### src/rtl/reset_sequencer.sv
// Staged reset controller: qualifies PLL lock, then releases the memory
// controller, the video subsystem and the CPU in that order. It also handles
// memory-init timeout retries, PLL loss and a CPU-only soft reset.
module reset_sequencer #(
  parameter int LOCK_FILTER = 16,
  parameter int STAGE_GAP   = 8,
  parameter int MEM_TIMEOUT = 64,
  parameter int SOFT_HOLD   = 32
) (
  input  logic       clk,
  input  logic       reset,
  input  logic       pll_locked,
  input  logic       mem_ready,
  input  logic       soft_req,
  output logic       mem_rst_n,
  output logic       video_rst_n,
  output logic       cpu_rst_n,
  output logic       sys_ready,
  output logic       mem_timeout,
  output logic [2:0] state
);

  localparam int MAX_AB = (LOCK_FILTER > STAGE_GAP) ? LOCK_FILTER : STAGE_GAP;
  localparam int MAX_CD = (MEM_TIMEOUT > SOFT_HOLD) ? MEM_TIMEOUT : SOFT_HOLD;
  localparam int MAX_P  = (MAX_AB > MAX_CD) ? MAX_AB : MAX_CD;
  localparam int CW     = $clog2(MAX_P) + 1;

  // Terminal counts: the stage event fires on the edge where cnt holds N-1.
  localparam logic [CW-1:0] LOCK_LAST = CW'(LOCK_FILTER - 1);
  localparam logic [CW-1:0] GAP_LAST  = CW'(STAGE_GAP - 1);
  localparam logic [CW-1:0] MEM_LAST  = CW'(MEM_TIMEOUT - 1);
  localparam logic [CW-1:0] SOFT_LAST = CW'(SOFT_HOLD - 1);

  localparam logic [2:0] WAIT_LOCK = 3'd0;
  localparam logic [2:0] WAIT_MEM  = 3'd1;
  localparam logic [2:0] GAP_VIDEO = 3'd2;
  localparam logic [2:0] GAP_CPU   = 3'd3;
  localparam logic [2:0] RUN       = 3'd4;
  localparam logic [2:0] SOFT      = 3'd5;

  logic [2:0]    state_reg, state_next;
  logic [CW-1:0] cnt_reg, cnt_next;
  logic          mem_rst_n_reg, mem_rst_n_next;
  logic          video_rst_n_reg, video_rst_n_next;
  logic          cpu_rst_n_reg, cpu_rst_n_next;
  logic          sys_ready_reg, sys_ready_next;
  logic          mem_timeout_reg, mem_timeout_next;

  // Next-state logic; PLL loss outranks every per-state event.
  always_comb begin
    state_next       = state_reg;
    cnt_next         = cnt_reg;
    mem_rst_n_next   = mem_rst_n_reg;
    video_rst_n_next = video_rst_n_reg;
    cpu_rst_n_next   = cpu_rst_n_reg;
    sys_ready_next   = sys_ready_reg;
    mem_timeout_next = mem_timeout_reg;

    if (state_reg != WAIT_LOCK && !pll_locked) begin
      // Lost lock: drop every stage but keep the sticky timeout flag.
      state_next       = WAIT_LOCK;
      cnt_next         = '0;
      mem_rst_n_next   = 1'b0;
      video_rst_n_next = 1'b0;
      cpu_rst_n_next   = 1'b0;
      sys_ready_next   = 1'b0;
    end else begin
      case (state_reg)
        WAIT_LOCK: begin
          if (!pll_locked) begin
            cnt_next = '0;
          end else if (cnt_reg == LOCK_LAST) begin
            mem_rst_n_next = 1'b1;
            state_next     = WAIT_MEM;
            cnt_next       = '0;
          end else begin
            cnt_next = cnt_reg + 1'b1;
          end
        end
        WAIT_MEM: begin
          // mem_ready wins over a timeout landing on the same edge.
          if (mem_ready) begin
            state_next = GAP_VIDEO;
            cnt_next   = '0;
          end else if (cnt_reg == MEM_LAST) begin
            mem_timeout_next = 1'b1;
            mem_rst_n_next   = 1'b0;
            state_next       = WAIT_LOCK;
            cnt_next         = '0;
          end else begin
            cnt_next = cnt_reg + 1'b1;
          end
        end
        GAP_VIDEO: begin
          if (cnt_reg == GAP_LAST) begin
            video_rst_n_next = 1'b1;
            state_next       = GAP_CPU;
            cnt_next         = '0;
          end else begin
            cnt_next = cnt_reg + 1'b1;
          end
        end
        GAP_CPU: begin
          if (cnt_reg == GAP_LAST) begin
            cpu_rst_n_next = 1'b1;
            sys_ready_next = 1'b1;
            state_next     = RUN;
            cnt_next       = '0;
          end else begin
            cnt_next = cnt_reg + 1'b1;
          end
        end
        RUN: begin
          if (soft_req) begin
            cpu_rst_n_next = 1'b0;
            sys_ready_next = 1'b0;
            state_next     = SOFT;
            cnt_next       = '0;
          end
        end
        SOFT: begin
          // Counter saturates at terminal; a held request keeps the CPU down.
          if (cnt_reg == SOFT_LAST) begin
            if (!soft_req) begin
              cpu_rst_n_next = 1'b1;
              sys_ready_next = 1'b1;
              state_next     = RUN;
              cnt_next       = '0;
            end
          end else begin
            cnt_next = cnt_reg + 1'b1;
          end
        end
        default: begin
          // Unreachable encodings recover through a full restart.
          state_next       = WAIT_LOCK;
          cnt_next         = '0;
          mem_rst_n_next   = 1'b0;
          video_rst_n_next = 1'b0;
          cpu_rst_n_next   = 1'b0;
          sys_ready_next   = 1'b0;
        end
      endcase
    end
  end

  // State and output registers with synchronous reset.
  always_ff @(posedge clk) begin
    if (reset) begin
      state_reg       <= WAIT_LOCK;
      cnt_reg         <= '0;
      mem_rst_n_reg   <= 1'b0;
      video_rst_n_reg <= 1'b0;
      cpu_rst_n_reg   <= 1'b0;
      sys_ready_reg   <= 1'b0;
      mem_timeout_reg <= 1'b0;
    end else begin
      state_reg       <= state_next;
      cnt_reg         <= cnt_next;
      mem_rst_n_reg   <= mem_rst_n_next;
      video_rst_n_reg <= video_rst_n_next;
      cpu_rst_n_reg   <= cpu_rst_n_next;
      sys_ready_reg   <= sys_ready_next;
      mem_timeout_reg <= mem_timeout_next;
    end
  end

  assign mem_rst_n   = mem_rst_n_reg;
  assign video_rst_n = video_rst_n_reg;
  assign cpu_rst_n   = cpu_rst_n_reg;
  assign sys_ready   = sys_ready_reg;
  assign mem_timeout = mem_timeout_reg;
  assign state       = state_reg;

endmodule

### config.mk
export PLATFORM = sky130hd
export DESIGN_NAME = reset_sequencer
export DESIGN_NICKNAME = d
export VERILOG_FILES = /design/src/rtl/reset_sequencer.sv
export SDC_FILE = /design/constraint.sdc
export NUM_CORES = 1
export LEC_CHECK = 0
export ABC_AREA = 1
export BUFFER_PORTS_ARGS = -buffer_cell sky130_fd_sc_hd__clkbuf_2
export CAP_MARGIN = 20
export CORE_UTILIZATION = 55
export DETAILED_ROUTE_END_ITERATION = 10
export MAX_ROUTING_LAYER = met4
export PLACE_DENSITY = 0.8
export RECOVER_POWER = 25
export REMOVE_ABC_BUFFERS = 1
export SETUP_SLACK_MARGIN = 0.2
export SLEW_MARGIN = 20
export SYNTH_ARGS = -nofsm -noshare
export SYNTH_HDL_FRONTEND = slang
export SYNTH_SLANG_ARGS = --single-unit
### constraint.sdc
create_clock -name clk -period 1.7 [get_ports clk]
set_input_delay 0.17 -clock clk [delete_from_list [all_inputs] [get_ports clk]]
set_output_delay 0.17 -clock clk [all_outputs]
set_load 0.03 [all_outputs]
==> flow_summary.yaml <==
final_layout:
  n_antenna_cell: 0
  area_growth_pct: 25.9
  fillers: 148
  largest_reg_flops: 7
  stdcell_area_um2: 1400
  layout-drive-gt1-share_pct: 28.6
  fin_nets: 214
floorplanning:
  start_util_pct: 61.7
  die_h_um: 47.0
  die_w_um: 47.0
  core_um2: 1800
  die_area_um2: 2210
  io-pin-count: 13
  num_rows: 15
synth:
  syn_area_um2: 1110
  ys_seq_area_share_pct: 25.2
  ys_seq_elements: 14
  yosysUniqueCellTypes: 23
  yosys_warnings: 0
  synth.avg_cell_area_um2: 6.08
  synth_cells: 183
timing:
  fin_crit_sh_pct: 90.5
  min_period_ns: 1.54
  worstMarginPinSlew_ns: 0.442
  setup_slack_ns: 0.161
  slew_headroom_pct: 70.7
  max_freq_mhz: 650
  holdWs_ns: 0.103
  fin_tns_setup_ns: 0
  setup_viol: 0
  hold_viol: 0
  finalClockSkew_ns: 0.00663
  drv_slew: 0
  rsz0062_at_grt: "yes"
cts:
  clock_latency_ns: 0.30
  clockRootBuffer: "clkbuf_4"
  clkTransAtPathRegs_ns: 0.10
  cts.sinks: 14
  clk_path_buf_depth: 2
  ctsHoldBuffers: 0
  tritoncts: "yes"
  cts_htree_levels: 1
  cts_buffers: 3
critical_path:
  criticalPathCategory: "flip-flop to flip-flop"
  end_kind: "flip-flop"
  crit_path_max_fanout: 6
  crit_arrival_ns: 1.76
  required_ns: 1.93
  crit_path_start_kind: "flip-flop"
detailed_routing:
  wl_per_cell_um: 14.9
  drc: 0
  wl_um: 3390
  first_pass_iters: 5
  drtIter0Drc: 98
  route.antenna.remaining_nets: 0
  vias: 1294
  vias_per_cell: 5.68
run:
  cap_viol_max_count: 0
global_route:
  grt_max_degree: 11
  grt_pass1_wl_um: 4250
  antenna_found_initial: 0
  grt_pass1_vias: 1001
  grt_overflow: 0
  grt_util_all_layers_pct: 28.4
power:
  p_leak_nw: 0.654
  ir_worst_vdd_v: 0.00113
  power.density_nw_per_um2: 1420
place:
  dp_hpwl_um: 1970
  gp_congestion: 0.924
  dpl_cell_area_um2: 1180
  io_buffers: 12
  pre_cts_ws_ns: 0.126
min_path:
  hp-class: "input port to flip-flop"
outcome:
  run_status: "finished, final reports clean"
-- critical path, stage by stage (launching register included) --
cell and delay [ns]:
dfxtp_4 0.39, ha_4 0.17, nand3_4 0.14, nor2_2 0.17, nand2_1 0.09, nand2_2 0.10
nand3_4 0.11, nand2_1 0.09, nand2_1 0.07, nor2_1 0.14
-- report_power, final --
| part | internal, mW | switching, mW | total [mW] |
|---|---|---|---|
| clock | 0.131 | 0.129 | 0.260 |
| combinational | 0.416 | 0.810 | 1.23 |
| sequential | 0.407 | 0.0999 | 0.507 |
-- path summary, 6_finish.rpt --
path / from / end / slack (ns) / depth (start not counted)
worst max register to register: cnt_reg[0] / state[2] / 0.16 / 9
worst max-delay path: cnt_reg[0] / state[2] / 0.16 / 9
worst min register to register: video_rst_n / video_rst_n / 0.46 / 2
worst min-delay path: reset / mem_timeout / 0.10 / 2
-- stage by stage --
step           total power, mW  std cells  utilization, %
2_1_floorplan             1.28        181               -
3_3_place_gp              1.48        218            65.8
3_5_place_dp              1.50        218            65.8
4_1_cts                   1.80        223            70.1
5_1_grt                   2.14        228            77.7
6_report                  1.99        228            77.7
-- routing by layer --
layer  track usage (%)  wire length [µm]
met5                 -                 0
met1              40.5              1380
met3              4.62               325
met4              8.57               116
met2              40.6              1570
-- final cells by class --
class	count	area (µm²)	share of cell area, %
Clock buffer	4	36.3	2.59
Inverter	32	125	8.94
Multi-Input combinational cell	135	805	57.5
Sequential cell	14	304	21.7
Tap cell	25	31.3	2.23
Timing Repair Buffer	18	98.8	7.06
-- Yosys cell counts --
master | number | area share (%)
nand2_1 | 53 | 18
inv_1 | 29 | 9.8
nor2_1 | 20 | 6.7
a21oi_1 | 14 | 6.3
dfxtp_1 | 14 | 25
nand3_1 | 13 | 5.8
o21ai_0 | 10 | 4.5
ha_1 | 5 | 5.6
nor2_2 | 5 | 2.8
nand4_1 | 4 | 2.2
inv_2 | 3 | 1.0
or2_2 | 2 | 1.1
a21oi_4 | 1 | 1.5
buf_4 | 1 | 0.68
buf_6 | 1 | 1.0
nand2_2 | 1 | 0.56
nand3_2 | 1 | 0.90
nand3_4 | 1 | 1.6
nand3b_1 | 1 | 0.68
nor2_8 | 1 | 1.8
o21ai_2 | 1 | 0.79
o21bai_1 | 1 | 0.68
o32ai_1 | 1 | 0.79
-- placed cells by master, fill, tap and decap left out --
cell type / Yosys / layout
nor2_4: 0 / 6
a21oi_2: 0 / 1
or2_2: 2 / 2
o21ai_1: 0 / 1
nor2_1: 20 / 15
clkbuf_8: 0 / 1
nand2_1: 53 / 48
o21bai_1: 1 / 1
o21ai_4: 0 / 1
nand2_2: 1 / 5
buf_4: 1 / 6
inv_4: 0 / 2
inv_1: 29 / 29
nor2_2: 5 / 4
nand2_4: 0 / 1
dfxtp_1: 14 / 5
ha_1: 5 / 4
o21ai_0: 10 / 9
clkbuf_2: 0 / 7
nor2_8: 1 / 1
inv_2: 3 / 1
nand3_4: 1 / 2
dfxtp_4: 0 / 5
o32ai_1: 1 / 1
clkbuf_4: 0 / 3
nand3b_1: 1 / 1
a21oi_4: 1 / 1
a21oi_1: 14 / 13
clkbuf_1: 0 / 5
ha_4: 0 / 1
dfxtp_2: 0 / 4
nand3_1: 13 / 9
nand3_2: 1 / 4
nand4_1: 4 / 4
-- timing repair --
| item | CTS | global route |
|---|---|---|
| buffers inserted | 1 | 5 |
| setup endpoints to repair | 11 | 13 |
| pin swaps | 3 | 11 |
| resized for setup | 13 | 30 |
-- cells by family after synthesis --
logic type,count (synthesis),synth area share [%]
and+or+nand+nor,102,42.2
AOI/OAI and AO/OA,28,14.5
DFF,14,25.2
adders and majority gates,5,5.62
buffers and inverters,34,12.5
No activity file was read; power rests on OpenSTA's default activity.
